$ cat config.mk
export PLATFORM = sky130hd
export DESIGN_NAME = pc_sequencer_flat
export DESIGN_NICKNAME = d
export VERILOG_FILES = /design/src/rtl/pc_pkg.sv /design/src/rtl/pc_sequencer_if.sv /design/src/rtl/pc_sequencer_return_stack.sv /design/src/rtl/pc_sequencer.sv /design/src/flat_wrapper.sv
export SDC_FILE = /design/constraint.sdc
export NUM_CORES = 1
export LEC_CHECK = 0
export BUFFER_PORTS_ARGS = -buffer_cell sky130_fd_sc_hd__buf_2
export CORE_MARGIN = 3
export CORE_UTILIZATION = 45
export CTS_BUF_LIST = sky130_fd_sc_hd__clkbuf_16
export DETAILED_ROUTE_END_ITERATION = 12
export GPL_ROUTABILITY_DRIVEN = 1
export GPL_TIMING_DRIVEN = 0
export PLACE_DENSITY = 0.77
export SLEW_MARGIN = 20
export SYNTH_ARGS = -nofsm -noshare
export SYNTH_HDL_FRONTEND = slang
export SYNTH_HIERARCHICAL = 1
export SYNTH_SLANG_ARGS = --single-unit
$ cat constraint.sdc
create_clock -name clock -period 3.2 [get_ports clock]
set_clock_uncertainty 0.1 [all_clocks]
set_input_delay 0.16 -clock clock [delete_from_list [all_inputs] [get_ports clock]]
set_output_delay 0.16 -clock clock [all_outputs]
set_load 0.01 [all_outputs]
$ cat src/rtl/pc_pkg.sv
// Shared constants and state encoding for the PC sequencer.
// The return-address stack is a build option enabled by defining PC_RAS_EN.
package pc_pkg;

    localparam int          PC_WIDTH        = 16;
    localparam logic [15:0] PC_RESET_VECTOR = 16'h0000;

    typedef logic [1:0] pc_state_t;

    localparam pc_state_t ST_LOAD    = 2'd0;
    localparam pc_state_t ST_FETCH   = 2'd1;
    localparam pc_state_t ST_STALLED = 2'd2;
    localparam pc_state_t ST_HALTED  = 2'd3;

endpackage

$ cat src/rtl/pc_sequencer_if.sv
// Fetch/PC-register handshake plus control requests between the core and the PC sequencer.
// master = core side driving requests, slave = the sequencer.
interface pc_sequencer_if
    import pc_pkg::*;
#(
    parameter int WIDTH = PC_WIDTH
);

    logic [WIDTH-1:0] pc;
    logic             mem_ack;
    logic             stall;
    logic             branch_taken;
    logic [WIDTH-1:0] branch_offset;
    logic             jump;
    logic [WIDTH-1:0] jump_target;
    logic             call;
    logic             ret;
    logic             halt;
    logic             mem_req;
    logic [WIDTH-1:0] pc_next;
    logic             pc_write;
    logic             ras_error;

    modport master (
        output pc, mem_ack, stall, branch_taken, branch_offset,
               jump, jump_target, call, ret, halt,
        input  mem_req, pc_next, pc_write, ras_error
    );

    modport slave (
        input  pc, mem_ack, stall, branch_taken, branch_offset,
               jump, jump_target, call, ret, halt,
        output mem_req, pc_next, pc_write, ras_error
    );

endinterface

$ cat src/rtl/pc_sequencer_return_stack.sv
// Circular return-address stack: a push when full overwrites the oldest entry,
// a pop when empty is ignored.
module return_stack #(
    parameter int WIDTH = 16,
    parameter int DEPTH = 4
) (
    input  logic             clock,
    input  logic             reset,
    input  logic             push,
    input  logic             pop,
    input  logic [WIDTH-1:0] push_data,
    output logic [WIDTH-1:0] top,
    output logic             full,
    output logic             empty
);

    localparam int PW = $clog2(DEPTH);
    localparam logic [PW:0] FULL_COUNT = (PW + 1)'(DEPTH);

    logic [WIDTH-1:0] mem [DEPTH];
    logic [PW-1:0]    ptr;
    logic [PW:0]      count;

    assign full  = (count == FULL_COUNT);
    assign empty = (count == '0);
    // ptr always names the next free slot, so the top sits one below it.
    assign top   = mem[ptr - PW'(1)];

    always_ff @(posedge clock) begin
        if (reset) begin
            ptr   <= '0;
            count <= '0;
        end else if (push) begin
            mem[ptr] <= push_data;
            ptr      <= ptr + PW'(1);
            if (!full)
                count <= count + (PW + 1)'(1);
        end else if (pop && !empty) begin
            ptr   <= ptr - PW'(1);
            count <= count - (PW + 1)'(1);
        end
    end

endmodule

$ cat src/rtl/pc_sequencer.sv
// PC sequencer: drives fetch requests and PC register updates, with stall/halt handling.
// Define PC_RAS_EN to build in the return-address stack for call/ret.
//
// state      | meaning
// -----------+-----------------------------------------------------------
// ST_LOAD    | write RESET_VECTOR into the PC register, no fetch
// ST_FETCH   | request fetch at pc; on ack advance, stall or halt
// ST_STALLED | fetch accepted but held; refetch same pc once stall drops
// ST_HALTED  | idle until reset
module pc_sequencer
    import pc_pkg::*;
#(
    parameter int               WIDTH        = PC_WIDTH,
    parameter int               RAS_DEPTH    = 4,
    parameter logic [WIDTH-1:0] RESET_VECTOR = WIDTH'(PC_RESET_VECTOR)
) (
    input  logic          clock,
    input  logic          reset,
    pc_sequencer_if.slave bus
);

    pc_state_t        state, state_d;
    logic             mem_req, pc_write, advance;
    logic [WIDTH-1:0] pc_inc, redirect;

`ifdef PC_RAS_EN
    logic             push_req, pop_req, ras_err_set;
    logic             stk_full, stk_empty, ras_error;
    logic [WIDTH-1:0] stk_top;
`endif

    always_comb begin
        state_d  = state;
        mem_req  = 1'b0;
        pc_write = 1'b0;
        case (state)
            ST_LOAD: begin
                pc_write = 1'b1;
                state_d  = ST_FETCH;
            end
            ST_FETCH: begin
                mem_req = 1'b1;
                if (bus.mem_ack) begin
                    if (bus.halt)
                        state_d = ST_HALTED;
                    else if (bus.stall)
                        state_d = ST_STALLED;
                    else
                        pc_write = 1'b1;
                end
            end
            ST_STALLED: begin
                if (!bus.stall)
                    state_d = ST_FETCH;
            end
            default: ;
        endcase
        // Reset abandons whatever the current cycle was doing.
        if (reset) begin
            mem_req  = 1'b0;
            pc_write = 1'b0;
        end
    end

    always_ff @(posedge clock) begin
        if (reset)
            state <= ST_LOAD;
        else
            state <= state_d;
    end

    assign advance = pc_write && (state == ST_FETCH);
    assign pc_inc  = bus.pc + WIDTH'(1);

    always_comb begin
        redirect = pc_inc;
`ifdef PC_RAS_EN
        push_req    = 1'b0;
        pop_req     = 1'b0;
        ras_err_set = 1'b0;
        if (bus.ret) begin
            pop_req     = 1'b1;
            ras_err_set = stk_empty | bus.call;
            redirect    = stk_empty ? pc_inc : stk_top;
        end else if (bus.call) begin
            push_req    = 1'b1;
            ras_err_set = stk_full;
            redirect    = bus.jump_target;
        end else
`else
        if (bus.call)
            redirect = bus.jump_target;
        else
`endif
        if (bus.jump)
            redirect = bus.jump_target;
        else if (bus.branch_taken)
            redirect = pc_inc + bus.branch_offset;
        else
            redirect = pc_inc;
    end

    assign bus.mem_req  = mem_req;
    assign bus.pc_write = pc_write;
    assign bus.pc_next  = (reset || state == ST_LOAD) ? RESET_VECTOR :
                          (advance ? redirect : bus.pc);

`ifdef PC_RAS_EN
    return_stack #(
        .WIDTH (WIDTH),
        .DEPTH (RAS_DEPTH)
    ) u_ras (
        .clock     (clock),
        .reset     (reset),
        .push      (advance & push_req),
        .pop       (advance & pop_req),
        .push_data (pc_inc),
        .top       (stk_top),
        .full      (stk_full),
        .empty     (stk_empty)
    );

    always_ff @(posedge clock) begin
        if (reset)
            ras_error <= 1'b0;
        else if (advance && ras_err_set)
            ras_error <= 1'b1;
    end

    assign bus.ras_error = ras_error;
`else
    // Without the stack, ret is deliberately ignored and the depth is unused.
    logic unused_ret;
    localparam int unused_ras_depth = RAS_DEPTH;
    assign unused_ret    = bus.ret;
    assign bus.ras_error = 1'b0;
`endif

endmodule

$ cat src/flat_wrapper.sv
// flat-port wrapper written by rule: the top's interface ports become plain ports
module pc_sequencer_flat import pc_pkg::*;
#(
    parameter int               WIDTH        = PC_WIDTH,
    parameter int               RAS_DEPTH    = 4,
    parameter logic [WIDTH-1:0] RESET_VECTOR = WIDTH'(PC_RESET_VECTOR)
)
  (clock, reset, bus_pc, bus_mem_ack, bus_stall, bus_branch_taken, bus_branch_offset, bus_jump, bus_jump_target, bus_call, bus_ret, bus_halt, bus_mem_req, bus_pc_next, bus_pc_write, bus_ras_error);
  pc_sequencer_if #(.WIDTH(WIDTH)) bus_i ();
  input  logic clock;
  input  logic reset;
  input wire logic [$bits(bus_i.pc)-1:0] bus_pc;
  input wire logic [$bits(bus_i.mem_ack)-1:0] bus_mem_ack;
  input wire logic [$bits(bus_i.stall)-1:0] bus_stall;
  input wire logic [$bits(bus_i.branch_taken)-1:0] bus_branch_taken;
  input wire logic [$bits(bus_i.branch_offset)-1:0] bus_branch_offset;
  input wire logic [$bits(bus_i.jump)-1:0] bus_jump;
  input wire logic [$bits(bus_i.jump_target)-1:0] bus_jump_target;
  input wire logic [$bits(bus_i.call)-1:0] bus_call;
  input wire logic [$bits(bus_i.ret)-1:0] bus_ret;
  input wire logic [$bits(bus_i.halt)-1:0] bus_halt;
  output wire logic [$bits(bus_i.mem_req)-1:0] bus_mem_req;
  output wire logic [$bits(bus_i.pc_next)-1:0] bus_pc_next;
  output wire logic [$bits(bus_i.pc_write)-1:0] bus_pc_write;
  output wire logic [$bits(bus_i.ras_error)-1:0] bus_ras_error;
  assign bus_i.pc = bus_pc;
  assign bus_i.mem_ack = bus_mem_ack;
  assign bus_i.stall = bus_stall;
  assign bus_i.branch_taken = bus_branch_taken;
  assign bus_i.branch_offset = bus_branch_offset;
  assign bus_i.jump = bus_jump;
  assign bus_i.jump_target = bus_jump_target;
  assign bus_i.call = bus_call;
  assign bus_i.ret = bus_ret;
  assign bus_i.halt = bus_halt;
  assign bus_mem_req = bus_i.mem_req;
  assign bus_pc_next = bus_i.pc_next;
  assign bus_pc_write = bus_i.pc_write;
  assign bus_ras_error = bus_i.ras_error;
  pc_sequencer #(.WIDTH(WIDTH), .RAS_DEPTH(RAS_DEPTH), .RESET_VECTOR(RESET_VECTOR)) u_core (.clock(clock), .reset(reset), .bus(bus_i));
endmodule
# After elaboration in Yosys (flattened, before gate mapping)
# Cells that the tools add are included.
[classes]
addsub = 2
eq_ne = 5
n_mux = 17
reduce_logical = 5
[op_table]
columns = ["cell", "n"]
rows = [
  ["16-bit two-way mux", 5],
  ["16-bit by 1-bit adder with 16-bit output (second input constant)", 1],
  ["16-bit adder", 1],
  ["2-bit two-way mux", 4],
  ["1-bit two-way mux", 6],
  ["2-bit case mux with 3 select lines", 1],
  ["2-bit inequality test (second input constant)", 2],
  ["4-bit AND reduction", 1],
  ["3-bit inequality test (second input constant)", 1],
  ["3-bit nonzero test", 1],
  ["2-bit by 1-bit == test with 1-bit output (second input constant)", 1],
  ["2-bit == test (second input constant)", 1],
  ["2-bit zero test", 1],
  ["1-bit case mux with 2 select lines", 1],
  ["1-bit logical AND", 1],
  ["1-bit logical OR", 1],
]
[word_totals]
regBits = 2
in_bits = 57
output_inout_bits = 19
elab_cells = 30

# Longest topological paths before layout
# Gate-level depths: netlist of the first run.
[logic_depth]
word_depth = 8
ltp_mapped = 13
ltp_nobuf = 13

# Worst setup path before layout of the first run
# Ideal clock, no wire load.
[synth_path]
path_type = "input to output"
from = "input port bus_pc[0]"
to = "output port bus_pc_next[11]"
arrival_time_ns = 2.410
required_time_ns = 2.940
path_slack_ns = 0.530
stages = 13
path_buffers = 0
cell_sequence = "ha_1 -> nand3_1 -> nor3_2 -> nand2_1 -> xnor2_2 -> ha_1 -> nand2_1 -> or3b_1 -> a21oi_2 -> or2_2 -> xor2_1 -> mux2i_1 -> o211ai_1"
[synth_between]
elab_chain_cells = 7
[synth_lines]
columns = ["element", "line", "source"]
rows = [
  ["from (decl)", "flat_wrapper.sv:12", "input wire logic [$bits(bus_i.pc)-1:0] bus_pc;"],
  ["16-bit by 1-bit adder with 16-bit output *", "pc_sequencer.sv:73", "assign pc_inc = bus.pc + WIDTH'(1);"],
  ["16-bit adder", "pc_sequencer.sv:98", "redirect = pc_inc + bus.branch_offset;"],
  ["16-bit two-way mux *", "pc_sequencer.sv:97", "else if (bus.branch_taken)"],
  ["16-bit two-way mux *", "pc_sequencer.sv:95", "if (bus.jump)"],
  ["16-bit two-way mux *", "pc_sequencer.sv:91", "if (bus.call)"],
  ["16-bit two-way mux *", "pc_sequencer.sv:106", "(advance ? redirect : bus.pc);"],
  ["16-bit two-way mux *", "pc_sequencer.sv:105", "assign bus.pc_next = (reset || state == ST_LOAD) ? RESET_VECTOR :"],
  ["to (decl)", "flat_wrapper.sv:23", "output wire logic [$bits(bus_i.pc_next)-1:0] bus_pc_next;"],
]
# Every way passes the cells marked *; elsewhere a longest branch is shown, timed or not.

# Worst setup path after layout of the first run
[layout_path]
from = "input port bus_pc[5]"
to = "output port bus_pc_next[15]"
# The elaborated chain is that of the path after synthesis.

==> impl.org, run 1 <==
** Outcome
- Run status :: finished, final reports clean

** Setup path
- Largest stage delay, worst path :: 290 ps
- The most numerous cell type found on the critical path is buf_2.
- Required time of the worst setup path :: 2940 ps
- Crit Path Category :: in2out
- In this run the worst path has a maximum fanout of 5.
- Timing startpoint of the critical path :: bus_pc[5]
- CP max stage cell :: or2b_4
- Counting cells, the worst reg-to-reg path comes to 3.
- The worst setup path is captured at a primary output.
- STA puts the critical path data arrival time at 2840 ps.
- Buffers and inverters on the worst path :: 2
- The worst setup path is launched from a primary input.
- In this run the critical register-to-register path is captured at u_core/state[0].
- Counting buffers and inverters, the worst setup path is 15 cells deep.
- Traced cell by cell, the critical path runs through buf_2 -> nand4_1 -> nor2_1 -> and2_4 -> nand3_2 -> xnor2_4 -> ha_4 -> o21a_1 -> o21ai_0 -> or2b_4 -> o21ai_2 -> mux2i_1 -> xnor2_1 -> o22ai_1 -> buf_2.
- The worst register-to-register path begins at u_core/state[1].
- Setup slack on the worst reg-to-reg path comes out at 2290 ps.
- In this design, the largest share of critical-path delay is due to simple AND/OR/NAND/NOR gates.

** Pwr
- Combinational power share :: 61.2%
- Ratio of total power to cell area :: 239 mW/mm2
- Fraction of power consumed by sequential logic :: 5.2%
- For this design the total switching power over the nets is 0.215 mW.
- Maximum vdd ir drop :: 0.402 mV
- Of the total power, the share spent switching nets is 38.9%.
- Cell internal power dissipation :: 0.339 mW
- Clock power frac :: 33.6%
- Reported leakage power :: 1.08 nW

** Floorplanning
- Area of the core :: 0.00349 mm2
- In this run the count of I/O pins placed on the die edge is 76.
- Starting density of the core :: 48.7%
- The die covers 0.00455 mm2.
- Die extent in y :: 67.5 um
- Die span in x :: 67.5 um
- Number of rows created at floorplan :: 21

** Finish
- Total number of nets in the final design :: 415
- Largest registers :: u_core/state (2)
- Cell Count, Final, Fillers Out :: 382
- Most used cells in the layout excluding fill and tap cells :: buf_2 (74), a21oi_1 (26), nand2_1 (24)
- The register with the most flip-flops in the layout has 2 of them.
- u_core/state holds more flip-flops than any other register.
- Final standard cell area without fillers :: 0.00232 mm2
- Area Growth Syn to Fin :: 36.7%
- Most frequent standard cell in the layout excluding fill and tap cells :: buf_2
- Share of layout cells above drive strength 1 :: 32.4%
- The multi-input combinational cells in the finished layout cover a total of 0.00168 mm2.
- Antenna diode count :: 0
- Across the whole layout, storage elements account for 40.0 um2.
- Fill cell total of the finished layout :: 326

** Timing
- Number of max-slew violations in the final report :: 0
- Number of setup violations in the final report :: 0
- Worst relative slew slack :: 56.7%
- The total count of hold-check failures in the final report is 0.
- Worst path setup slack after routing :: 95.1 ps
- Final hold analysis gives a worst-case slack of 68.0 ps.
- Static timing analysis puts the maximum clock frequency at 322 MHz.
- Setup repair after global routing could not meet its margin everywhere.
- After layout, the worst path uses 97.0% of the clock period.
- The smallest clock period supported by the final layout is computed as 3100 ps.
- At the pin with the least slew margin, the transition time is 647 ps.

** Global routing
- The initial antenna violation count was 0.
- Maximum number of pins on one net before global-route repair :: 11
- The number of global-route vias before repair was 1,899.
- Aggregate global-route resource usage :: 23.8%
- The first global-routing pass estimated 8400 um of wire.
- Summed over all layers, the global routing overflow is 0.

** Synth
- In the synthesized netlist the dominant register cell turns out to be dfxtp_1.
- Flops & latches, synth :: 2
- Count of flip-flops with a built-in enable after synthesis :: 0
- Synth Warn # :: 6
- Combined area of all synthesized cells :: 0.00170 mm2
- In the synthesized netlist, the number of instances is 257.
- Fraction of registers with async set or reset after synthesis :: 0%
- Counting distinct cell types in the post-synthesis netlist gives 56.
- Synthesis produced a netlist with a net count of 334.
- The share of the Yosys chip area taken by registers is 2.35%.
- Syn_area_per_cell :: 6.62 um2

** Detailed routing
- In the routed layout, each cell is associated on average with a via count of 5.81.
- The detail route stage leaves a number of antenna-violating nets equal to 0.
- Total number of vias :: 2,220
- In the routed design, unresolved DRC markers number 0.
- After detailed routing, the average wire length per cell comes to 14.7 um.
- The first routing iteration left 160 violations.
- After detailed routing, the total wire length is 5610 um.
- The first detailed-routing pass took 4 iterations.

** Clock network
- Insertion delay of the later-clocked pin in the worst-skew pair :: 220 ps
- After clock tree synthesis, the clock-pin slew on the worst setup and hold paths is 30 ps.
- Clock tree from TritonCTS :: yes
- Sink Count :: 2
- Buffers inserted during clock tree synthesis total 3.
- The root buffer cell chosen for the clock tree is clkbuf_16.
- CTS built an H-tree with a depth of 1.
- Max Root-Sink Buffers :: 2
- In this run, post-CTS hold repair placed 0 buffers.

** Place
- Including well taps, the total number of placed cells is 376.
- HPWL after detailed placement :: 4420 um
- Prior to clock tree synthesis, the placed netlist has a worst setup slack of -70.8 ps.
- Final RePlAce weighted congestion :: 0.893
- Once placement finished, the instance area stood at 0.00212 mm2.
- In this run the tool buffered the top-level ports with 73 buffer cells.

** Hold path
- The startpoint identified for the worst hold timing path is bus_stall.
- The worst hold path terminates at u_core/state[0].
- The worst hold path was traced through 2 stages.
- Type of the most critical hold path :: in2reg

** Flow run
- Across the run, the number of max-cap violations was 0.
## stage by stage
stage | util (%) | power (mW) | TNS [ps]
2_1_floorplan | - | 0.239 | 0
3_5_place_dp | 60.8 | 0.340 | -70.8
4_1_cts | 63.3 | 0.534 | 0
6_report | 66.5 | 0.554 | 0
5_1_grt | 66.5 | 0.596 | -33.7
3_3_place_gp | 60.8 | 0.335 | -43.2
## what timing repair did
| item | in CTS | in global routing |
|---|---|---|
| setup endpoints to repair | 1 | 5 |
| gates cloned | 0 | 0 |
| buffers inserted | 0 | 3 |
| pin swaps | 2 | 5 |
| resized for setup | 2 | 16 |
## cells by family (layout without fill, tap and decap cells)
group	count (synthesis)	after routing	synth area share (%)
AO/OA/AOI/OAI	85	85	30.8
adder cells (fa/ha/maj)	20	20	15.2
buffers and inverters	19	98	5.15
multiplexers	5	5	2.94
AND/OR/NAND/NOR	99	99	29.6
XOR/XNOR	26	26	13.8
flip-flops	2	2	2.35
other	1	1	0.221
## worst max path at each step
stage                                 end
after CTS                 bus_pc_next[15]
after global routing      bus_pc_next[15]
after global placement    bus_pc_next[15]
final                     bus_pc_next[15]
after detailed placement  bus_pc_next[15]
after floorplan           bus_pc_next[11]
## synthesized netlist by cell type (3+ instances only)
master	number	area share, %
nand4_1	4	1.5
o21ai_0	23	6.8
inv_1	9	2.0
and2_1	4	1.5
nand2_1	24	5.3
a21oi_1	27	7.9
nor2_1	19	4.2
nand2b_1	4	1.5
ha_1	19	14
and3_1	4	1.5
xnor2_1	16	8.2
a211oi_1	7	3.1
nor3_1	5	1.5
nor2b_1	3	1.1
nand3_1	17	5.0
a21boi_0	3	1.3
clkbuf_1	6	1.3
or2_2	3	1.1
xor2_1	9	4.6
o211ai_1	7	3.1
mux2i_1	5	2.9
## layout make-up
type / instances / area share [%]
timing repair buffer: 76 / 16.7
inverter: 9 / 1.45
tap: 46 / 2.48
sequential: 2 / 1.72
multi-input combinational: 236 / 72.1
buffer: 10 / 2.31
clock buffer: 3 / 3.23
## metal layers
metal / global-route usage [%] / wire (um) / vias to the layer above
met4: 4.81 / 21 / 0
met3: 1.66 / 406 / 2
li1: - / - / 1103
met1: 32.8 / 2510 / 1031
met5: 0 / 0 / -
met2: 40.2 / 2680 / 84
## power by group through the flow
stage | Clock [mW] | Sequential, mW | Combinational, mW
2_1_floorplan | 0 | 0.0286 | 0.210
3_3_place_gp | 0 | 0.0290 | 0.306
3_5_place_dp | 0 | 0.0290 | 0.311
4_1_cts | 0.191 | 0.0288 | 0.315
5_1_grt | 0.194 | 0.0290 | 0.373
6_report | 0.186 | 0.0288 | 0.339
Note: power is estimated with default switching activity, not from simulation.
==> run 2: changes to the inputs <==
Settings changed: ABC_AREA set to 1, PLACE_DENSITY 0.77 to 0.73.
==> run 2 against run 1 <==
Net effect:
- maximum frequency increased by 4.0%
- first-iteration DRC count decreased by 2.5%
- area after synthesis increased by 25%
- combinational power increased by 31%
==> impl.org, run 2 <==
** Outcome
- The flow ran to the end, and the final reports show no timing, DRC or antenna violations.

** Setup path
- Walking the worst path, the cells encountered are buf_2 -> ha_1 -> nand2_2 -> nor2_4 -> nand2_2 -> nor2_2 -> inv_1 -> o21bai_2 -> nand2_1 -> inv_1 -> ha_1 -> nand2_1 -> inv_1 -> a21oi_2 -> nor2_1 -> nor2_1 -> nand3_1 -> nand3_1 -> nand2_1 -> a21oi_2 -> buf_2.
- Element type at the critical path end :: primary output
- The startpoint identified for the worst register-to-register timing path is u_core/state[0].
- Number of gates on the worst path with buffers counted :: 21 (+6)
- Worst reg-to-reg setup slack :: 1980 ps (-310 ps)
- The worst setup path is launched from a primary input.
- The worst-case reg-to-reg path depth is 6 (+3).
- Largest stage delay, worst path :: 290 ps (about the same)
- The slowest stage of the critical path belongs to the cell ha_1.
- The worst endpoint required time is 2940 ps (about the same).
- Terminus of the critical flop-to-flop path :: u_core/state[1]
- Buffers and inverters on the worst path :: 5 (+3)
- The cell family contributing the most delay on the critical path is simple AND/OR/NAND/NOR gates.
- The maximum net fanout on the critical path was 5 (unchanged).
- The endpoint arrival time on the critical path is 2720 ps (-120 ps).
- The worst setup path is of the in2out kind.

** Synth
- Combined area of all synthesized cells :: 0.00212 mm2 (+25%)
- Library cell occupying the most area in the post-synthesis netlist :: nand2_1
- The area share of the largest cell type after synthesis was 14.9% (+0.91 points).
- The mean cell area of the mapped netlist was 5.60 um2 (-15%).
- Count of flip-flops with a built-in enable after synthesis :: 0 (unchanged)
- Yosys attributes the largest share of cell area to nand2_1 (15%), ha_1 (11%), inv_1 (11%).
- The number of warnings issued by yosys is 6 (unchanged).
- The number of distinct library cells after synthesis came to 43 (-23%).
- The proportion of synthesized chip area in sequential cells was 1.89% (-0.46 points).
- Synth top cells by count :: nand2_1 (84), inv_1 (61), nand3_1 (37)
- Post-synth net total :: 455 (+36%)
- The share of synthesized registers carrying an async set or reset was 0% (unchanged).
- Cell count after synthesis :: 378 (+47%)
- The most common cell in the synthesized netlist is nand2_1.
- The count of state elements after synthesis came to 2 (unchanged).
- In the synthesized netlist the dominant register cell turns out to be dfxtp_1.

** Timing
- Number of setup violations in the final report :: 0 (unchanged)
- The total count of hold-check failures in the final report came to 0 (unchanged).
- The sum of negative setup slack came to 0 ps (unchanged).
- Number of max-slew violations in the final report :: 0 (unchanged)
- The time the final worst path needs with I/O delays and setup was 2980 ps (-121 ps).
- The pin slew with the least headroom to its limit is 671 ps (+23.9 ps).
- Share of the clock period used by the worst path :: 93.3% (-3.8 points)
- Worst path setup slack after routing :: 216 ps (+121 ps)
- The tightest slew margin relative to the limit came to 55.3% (-1.4 points).
- Setup repair after global routing missed its margin :: no
- The highest attainable clock frequency came to 335 MHz (+4.0%).

** Finish
- In the final layout, the registers with the most flip-flops are u_core/state (2).
- The number of flip-flops in the largest register came to 2 (unchanged).
- More flip-flops sit in one register than any other, and that register is u_core/state.
- Most frequent standard cell in the layout excluding fill and tap cells :: nand2_1
- Antenna diode count :: 0 (unchanged)
- The number of fill cells is 442 (+36%).
- The ratio of cells with drive above 1 in the final layout is 28.4% (-4.0 points).
- From synthesis to final layout, the design area changed by 25.5%.
- The final-stage net count is 533 (+28%).
- Most used cells in the layout excluding fill and tap cells :: nand2_1 (84), buf_2 (74), inv_1 (61)

** Global routing
- The aggregate global routing overflow was 0 (unchanged).
- Number of antenna violations at the first check in global routing :: 0 (unchanged)
- The maximum number of pins on one net before global-route repair was 11 (unchanged).
- The number of global-route vias before repair came to 2,489 (+31%).
- Wire length of the first global-routing pass :: 10,800 um (+29%)
- The global-route usage over all layers was 24.2% (+0.40 points).

** Detailed routing
- The overall routed net length is 6470 um (+15%).
- Count of TritonRoute iterations in the first routing pass :: 5 (+1)
- Initial detailed-routing violation count :: 156 (-2.5%)
- The routed length per placed instance is 12.8 um (-13%).
- DRC violation count after routing :: 0 (unchanged)
- Total number of vias :: 2,684 (+21%)
- The routed via count divided by cell count is 5.30 (-8.7%).
- The count of antenna-violating nets left after detailed routing is 0 (unchanged).

** Floorplanning
- Area of the core :: 0.00444 mm2 (+27%)
- The placement row count came to 24 (+14%).
- I/O Pins :: 76 (unchanged)
- The total die area came to 0.00556 mm2 (+22%).
- The die height was 74.6 um (+11%).
- The initial cell density of the core came to 47.6% (-1.0 points).
- Die span in x :: 74.6 um (+11%)

** Clock network
- Post-CTS clock slew at the launch and capture registers of the worst setup and hold paths :: 30 ps (about the same)
- Insertion delay of the later-clocked pin in the worst-skew pair :: 220 ps (about the same)
- The setup fix buffers added after clock tree synthesis came to 0 (unchanged).
- Clock tree from TritonCTS :: yes
- Sink Count :: 2 (unchanged)
- The number of buffers created by CTS is 3 (unchanged).
- The maximum root-to-sink buffer count came to 2 (unchanged).
- CTS placed an instance of clkbuf_16 at the clock tree root.
- The count of hold buffers inserted by post-cts repair is 0 (unchanged).
- The count of cells resized by post-cts repair came to 0 (-2).
- H-tree level count :: 1 (unchanged)

** Pwr
- The leakage component of the power came to 1.48 nW (+37%).
- Maximum vdd ir drop :: 0.451 mV (+12%)
- Ratio of total power to cell area :: 254 mW/mm2 (+6.4%)

** Flow run
- The max-capacitance violation count is 0 (unchanged).

** Place
- HPWL after detailed placement :: 5470 um (+24%)
- Pre-CTS WS :: 157 ps (+227 ps)
- The final estimated routing congestion in global placement was 0.878 (-1.6%).
- The quantity of I/O buffers inserted on ports is 73 (unchanged).

** Hold path
- Startpoint of the worst hold path :: reset
- Min-Delay Path Depth :: 2 (unchanged)
- For hold timing, the worst endpoint is u_core/state[0].
- The tightest min-delay check is of the in2reg type.
-- run 2: worst max path at each step --
stage,start,end,slack [ps]
3_3_place_gp,bus_pc[0],bus_pc_next[15],180
4_1_cts,bus_pc[0],bus_pc_next[15],140
2_1_floorplan,bus_pc[0],bus_pc_next[15],760
6_report,bus_pc[0],bus_pc_next[14],220
3_5_place_dp,bus_pc[0],bus_pc_next[15],160
5_1_grt,bus_pc[1],bus_pc_next[14],3
-- run 2: power breakdown --
group	internal [mW]	total, mW	switching, mW
Combinational	0.171	0.445	0.274
Sequential	0.0321	0.0394	0.00725
Clock	0.159	0.190	0.0308
-- run 2: worst register-to-register path: cells and delay by family (launching register included) --
family | cells | cell delay (ps)
AND/OR/NAND/NOR | 4 | 400
flip-flops | 1 | 360
AO/OA/AOI/OAI | 1 | 200
buffers and inverters | 1 | 60
-- run 2: layout make-up --
type,instances,area (um2),share of cell area (%)
clock buffers,3,75.1,2.82
flip-flops and latches,2,40.0,1.51
inverters,67,251,9.46
repair buffers,73,365,13.7
well taps,52,65.1,2.45
multi-input cells,300,1800,67.6
plain buffers,9,65.1,2.45
-- run 2: kinds of logic (layout without fill, tap and decap cells) --
kind of cell / Yosys count / count (layout) / share of synthesized area [%]
simple gates: 176 / 176 / 38.8
buf+inv: 76 / 152 / 15.0
xor+xnor: 9 / 9 / 4.08
flops: 2 / 2 / 1.89
fa+ha+maj: 20 / 20 / 12.2
compound gates: 94 / 94 / 28.0
other cells: 1 / 1 / 0.177
-- run 2: routing by layer --
layer | global-route usage [%] | part of all wire (%)
met5 | 0 | 0
met4 | 3.95 | 0.32
met3 | 1.89 | 4.9
met2 | 43.9 | 50
met1 | 31.5 | 44
-- run 2: metrics by stage --
| step | hold WS, ps | cells | util [%] | power, mW | cell area, um2 |
|---|---|---|---|---|---|
| 3_5_place_dp | 330 | 503 | 57.3 | 0.472 | 2550 |
| 2_1_floorplan | 129 | 378 | - | 0.332 | 2120 |
| 6_report | 102 | 506 | 59.8 | 0.675 | 2660 |
| 4_1_cts | 99.1 | 506 | 59.0 | 0.669 | 2620 |
| 3_3_place_gp | 325 | 503 | 57.3 | 0.466 | 2550 |
| 5_1_grt | 110 | 506 | 59.8 | 0.741 | 2660 |
==> run 3: changes to the inputs <==
Settings changed: CORE_UTILIZATION 45 to 52, PLACE_DENSITY 0.73 to 0.81.
==> run 3 against run 2 <==
Net effect:
- power up 0.34%
- combinational power is essentially flat
- non-clock buffer count stayed put
- critical endpoint is now bus_pc_next[13]
- clock power hardly changed
- register-to-register slack lost 20 ps
- hold slack better by 1.3 ps
- core utilization up 10 points
- sequential power grew 1%
- wire length rose by 0.88%
- maximum frequency rose by 3.8%
==> impl.org, run 3 (synthesized netlist as in run 2, its figures left out) <==
** Outcome
- Run status :: finished, final reports clean

** Global routing
- The aggregate global routing overflow was 0 (unchanged).
- The maximum number of pins on one net before global-route repair is 11 (unchanged).
- Aggregate global-route resource usage :: 26.8% (+2.7 points)
- The global-route wire length before repair was 11,100 um (+3.2%).
- The number of global-route vias before repair is 2,638 (+6.0%).
- Number of antenna violations at the first check in global routing :: 0 (unchanged)

** Clock network
- Max Root-Sink Buffers :: 2 (unchanged)
- TritonCTS built the clock tree.
- Post-CTS clock slew at the launch and capture registers of the worst setup and hold paths :: 30 ps (about the same)
- Number of hold buffers added after cts :: 0 (unchanged)
- The count of cells resized by post-cts repair was 0 (unchanged).
- Sink Count :: 2 (unchanged)
- Number of buffers created by CTS :: 3 (unchanged)
- The number of levels in the clock H-tree was 1 (unchanged).
- Insertion delay of the later-clocked pin in the worst-skew pair :: 220 ps (about the same)
- Clock tree synthesis selected as its root buffer the cell clkbuf_16.
- The setup fix buffers added after clock tree synthesis was 0 (unchanged).

** Finish
- Max reg flops :: 2 (unchanged)
- The largest registers in the layout are u_core/state (2).
- Leaving out fill and tap cells, the most frequent cell in the layout is nand2_1.
- The summed area of non-filler cells in the final layout was 0.00266 mm2 (about the same).
- Ranked by flip-flop count, first place goes to u_core/state.
- In the layout the commonest cells are nand2_1 (83), buf_2 (74), inv_1 (61).
- Fill cell total of the finished layout :: 349 (-21%)
- Total number of nets in the final design :: 533 (unchanged)
- The layout-stage area growth over the synthesis result came to 25.4% (about the same).
- Share of layout cells above drive strength 1 :: 28.6% (+0.22 points)
- The total inserted antenna cells was 0 (unchanged).

** Detailed routing
- The count of antenna-violating nets left after detailed routing came to 0 (unchanged).
- The overall routed net length was 6530 um (+0.88%).
- The first-pass iteration count of the detailed router is 5 (unchanged).
- Total number of vias :: 2,693 (+0.34%)
- Via density per instance :: 5.36 (+1.1%)
- Average routed wire per standard cell :: 13.0 um (+1.7%)
- The DRC violations left came to 0 (unchanged).
- The detailed router's first-iteration violation count came to 162 (+3.8%).

** Floorplanning
- Die extent in y :: 69.8 um (-6.4%)
- The initial cell density of the core came to 55.7% (+8.1 points).
- Die span in x :: 69.8 um (-6.4%)
- Number of rows created at floorplan :: 22 (-8.3%)
- Die Outline Area :: 0.00487 mm2 (-12%)
- The area of the core was 0.00380 mm2 (-15%).
- The I/O pin count came to 76 (unchanged).

** Timing
- Share of the clock period used by the worst path :: 89.9% (-3.4 points)
- Number of setup violations in the final report :: 0 (unchanged)
- Measured slew at the worst slew-check pin :: 756 ps (+85.0 ps)
- The tightest slew margin relative to the limit was 49.6% (-5.7 points).
- Final number of hold-violating endpoints :: 0 (unchanged)
- The sum of negative setup slack came to 0 ps (unchanged).
- Post-layout minimum cycle time :: 2880 ps (-108 ps)
- Maximum achievable frequency :: 348 MHz (+3.8%)
- The number of pins with negative max-slew slack in the final report is 0 (unchanged).
- Setup repair after global routing left no endpoint under its margin.

** Pwr
- Combinational power share :: 66.2% (+0.2 points)
- The cell-internal power came to 0.362 mW (-0.12%).
- Fraction of power consumed by sequential logic :: 5.9% (about the same)
- The leakage component of the power is 1.48 nW (about the same).
- The fraction of power spent switching nets is 46.5% (+0.25 points).
- The maximum ir drop on the vdd rail is 0.447 mV (-0.84%).
- Ratio of total power to cell area :: 255 mW/mm2 (+0.44%)
- The power after layout was 0.677 mW (+0.34%).
- The fraction of power consumed by the clock network came to 27.9% (-0.2 points).
- The reported net switching power came to 0.315 mW (+0.89%).

** Setup path
- Arrival time of data at the critical path endpoint :: 2620 ps (-100 ps)
- The maximum net fanout on the critical path was 5 (unchanged).
- Element type at the critical path end :: primary output
- The critical path in this run is classified as in2out.
- Worst setup SP type :: primary input
- The worst endpoint required time was 2940 ps (about the same).

** Place
- The quantity of I/O buffers inserted on ports was 73 (unchanged).
- Final RePlAce weighted congestion :: 0.927 (+5.6%)
- The post-DP HPWL is 5410 um (-1.1%).
- The instance area at placement was 0.00254 mm2 (-0.20%).

** Flow run
- Max Cap Viol :: 0 (unchanged)

** Hold path
- Type of the most critical hold path :: in2reg
==> run 3: area by class of cell <==
class | instances | area (um2) | share of cell area, %
timing repair buffer | 73 | 365 | 13.8
buffer | 9 | 65.1 | 2.45
clock buffer | 3 | 75.1 | 2.83
tap | 48 | 60.1 | 2.26
sequential | 2 | 40.0 | 1.51
multi-input combinational | 300 | 1800 | 67.7
inverter | 67 | 251 | 9.47
==> run 3: worst max-delay path, stage by stage <==
cell      delay (ps)
buf_2            120
ha_1             200
nand2_2           80
nor2_4           130
nand2_2           80
nor2_2           120
inv_1             60
o21bai_2         100
nand2_1           80
inv_1             90
ha_1             290
nand2_1          110
inv_1             80
nand2_1           70
nand3_1           80
a21oi_1          210
nand3_1          100
nand3_1          130
nand2_1           80
a21oi_2          110
buf_2            140
==> run 3: stage by stage <==
step | hold WS (ps) | worst slack [ps] | utilization [%] | instances
2_1_floorplan | 129 | 758 | - | 378
3_3_place_gp | 324 | 217 | 66.9 | 499
3_5_place_dp | 326 | 192 | 66.9 | 499
4_1_cts | 107 | 188 | 68.9 | 502
5_1_grt | 132 | 4.30 | 69.9 | 502
6_report | 104 | 324 | 69.9 | 502
==> run 3: power groups by stage <==
stage	clock network [mW]	registers (mW)	logic, mW
after CTS	0.192	0.0398	0.437
after detailed placement	0	0.0400	0.431
after floorplan	0	0.0385	0.293
after global placement	0	0.0393	0.424
after global routing	0.193	0.0414	0.507
final	0.189	0.0398	0.448
==> run 3: routing by layer <==
layer,part of all wire [%],wire length [um],track usage [%]
met2,49,3190,47.0
met4,1.7,110,8.09
met5,0,0,0
met1,44,2900,35.3
met3,5.1,332,1.01
==> run 3: worst paths after layout <==
kind | endpoint | start | cells after the start | slack [ps]
setup reg to reg | u_core/state[1] | u_core/state[1] | 6 | 1960
hold / removal | u_core/state[0] | reset | 2 | 100
hold reg to reg | u_core/state[0] | u_core/state[0] | 2 | 430
setup / recovery | bus_pc_next[13] | bus_pc[0] | 21 | 320
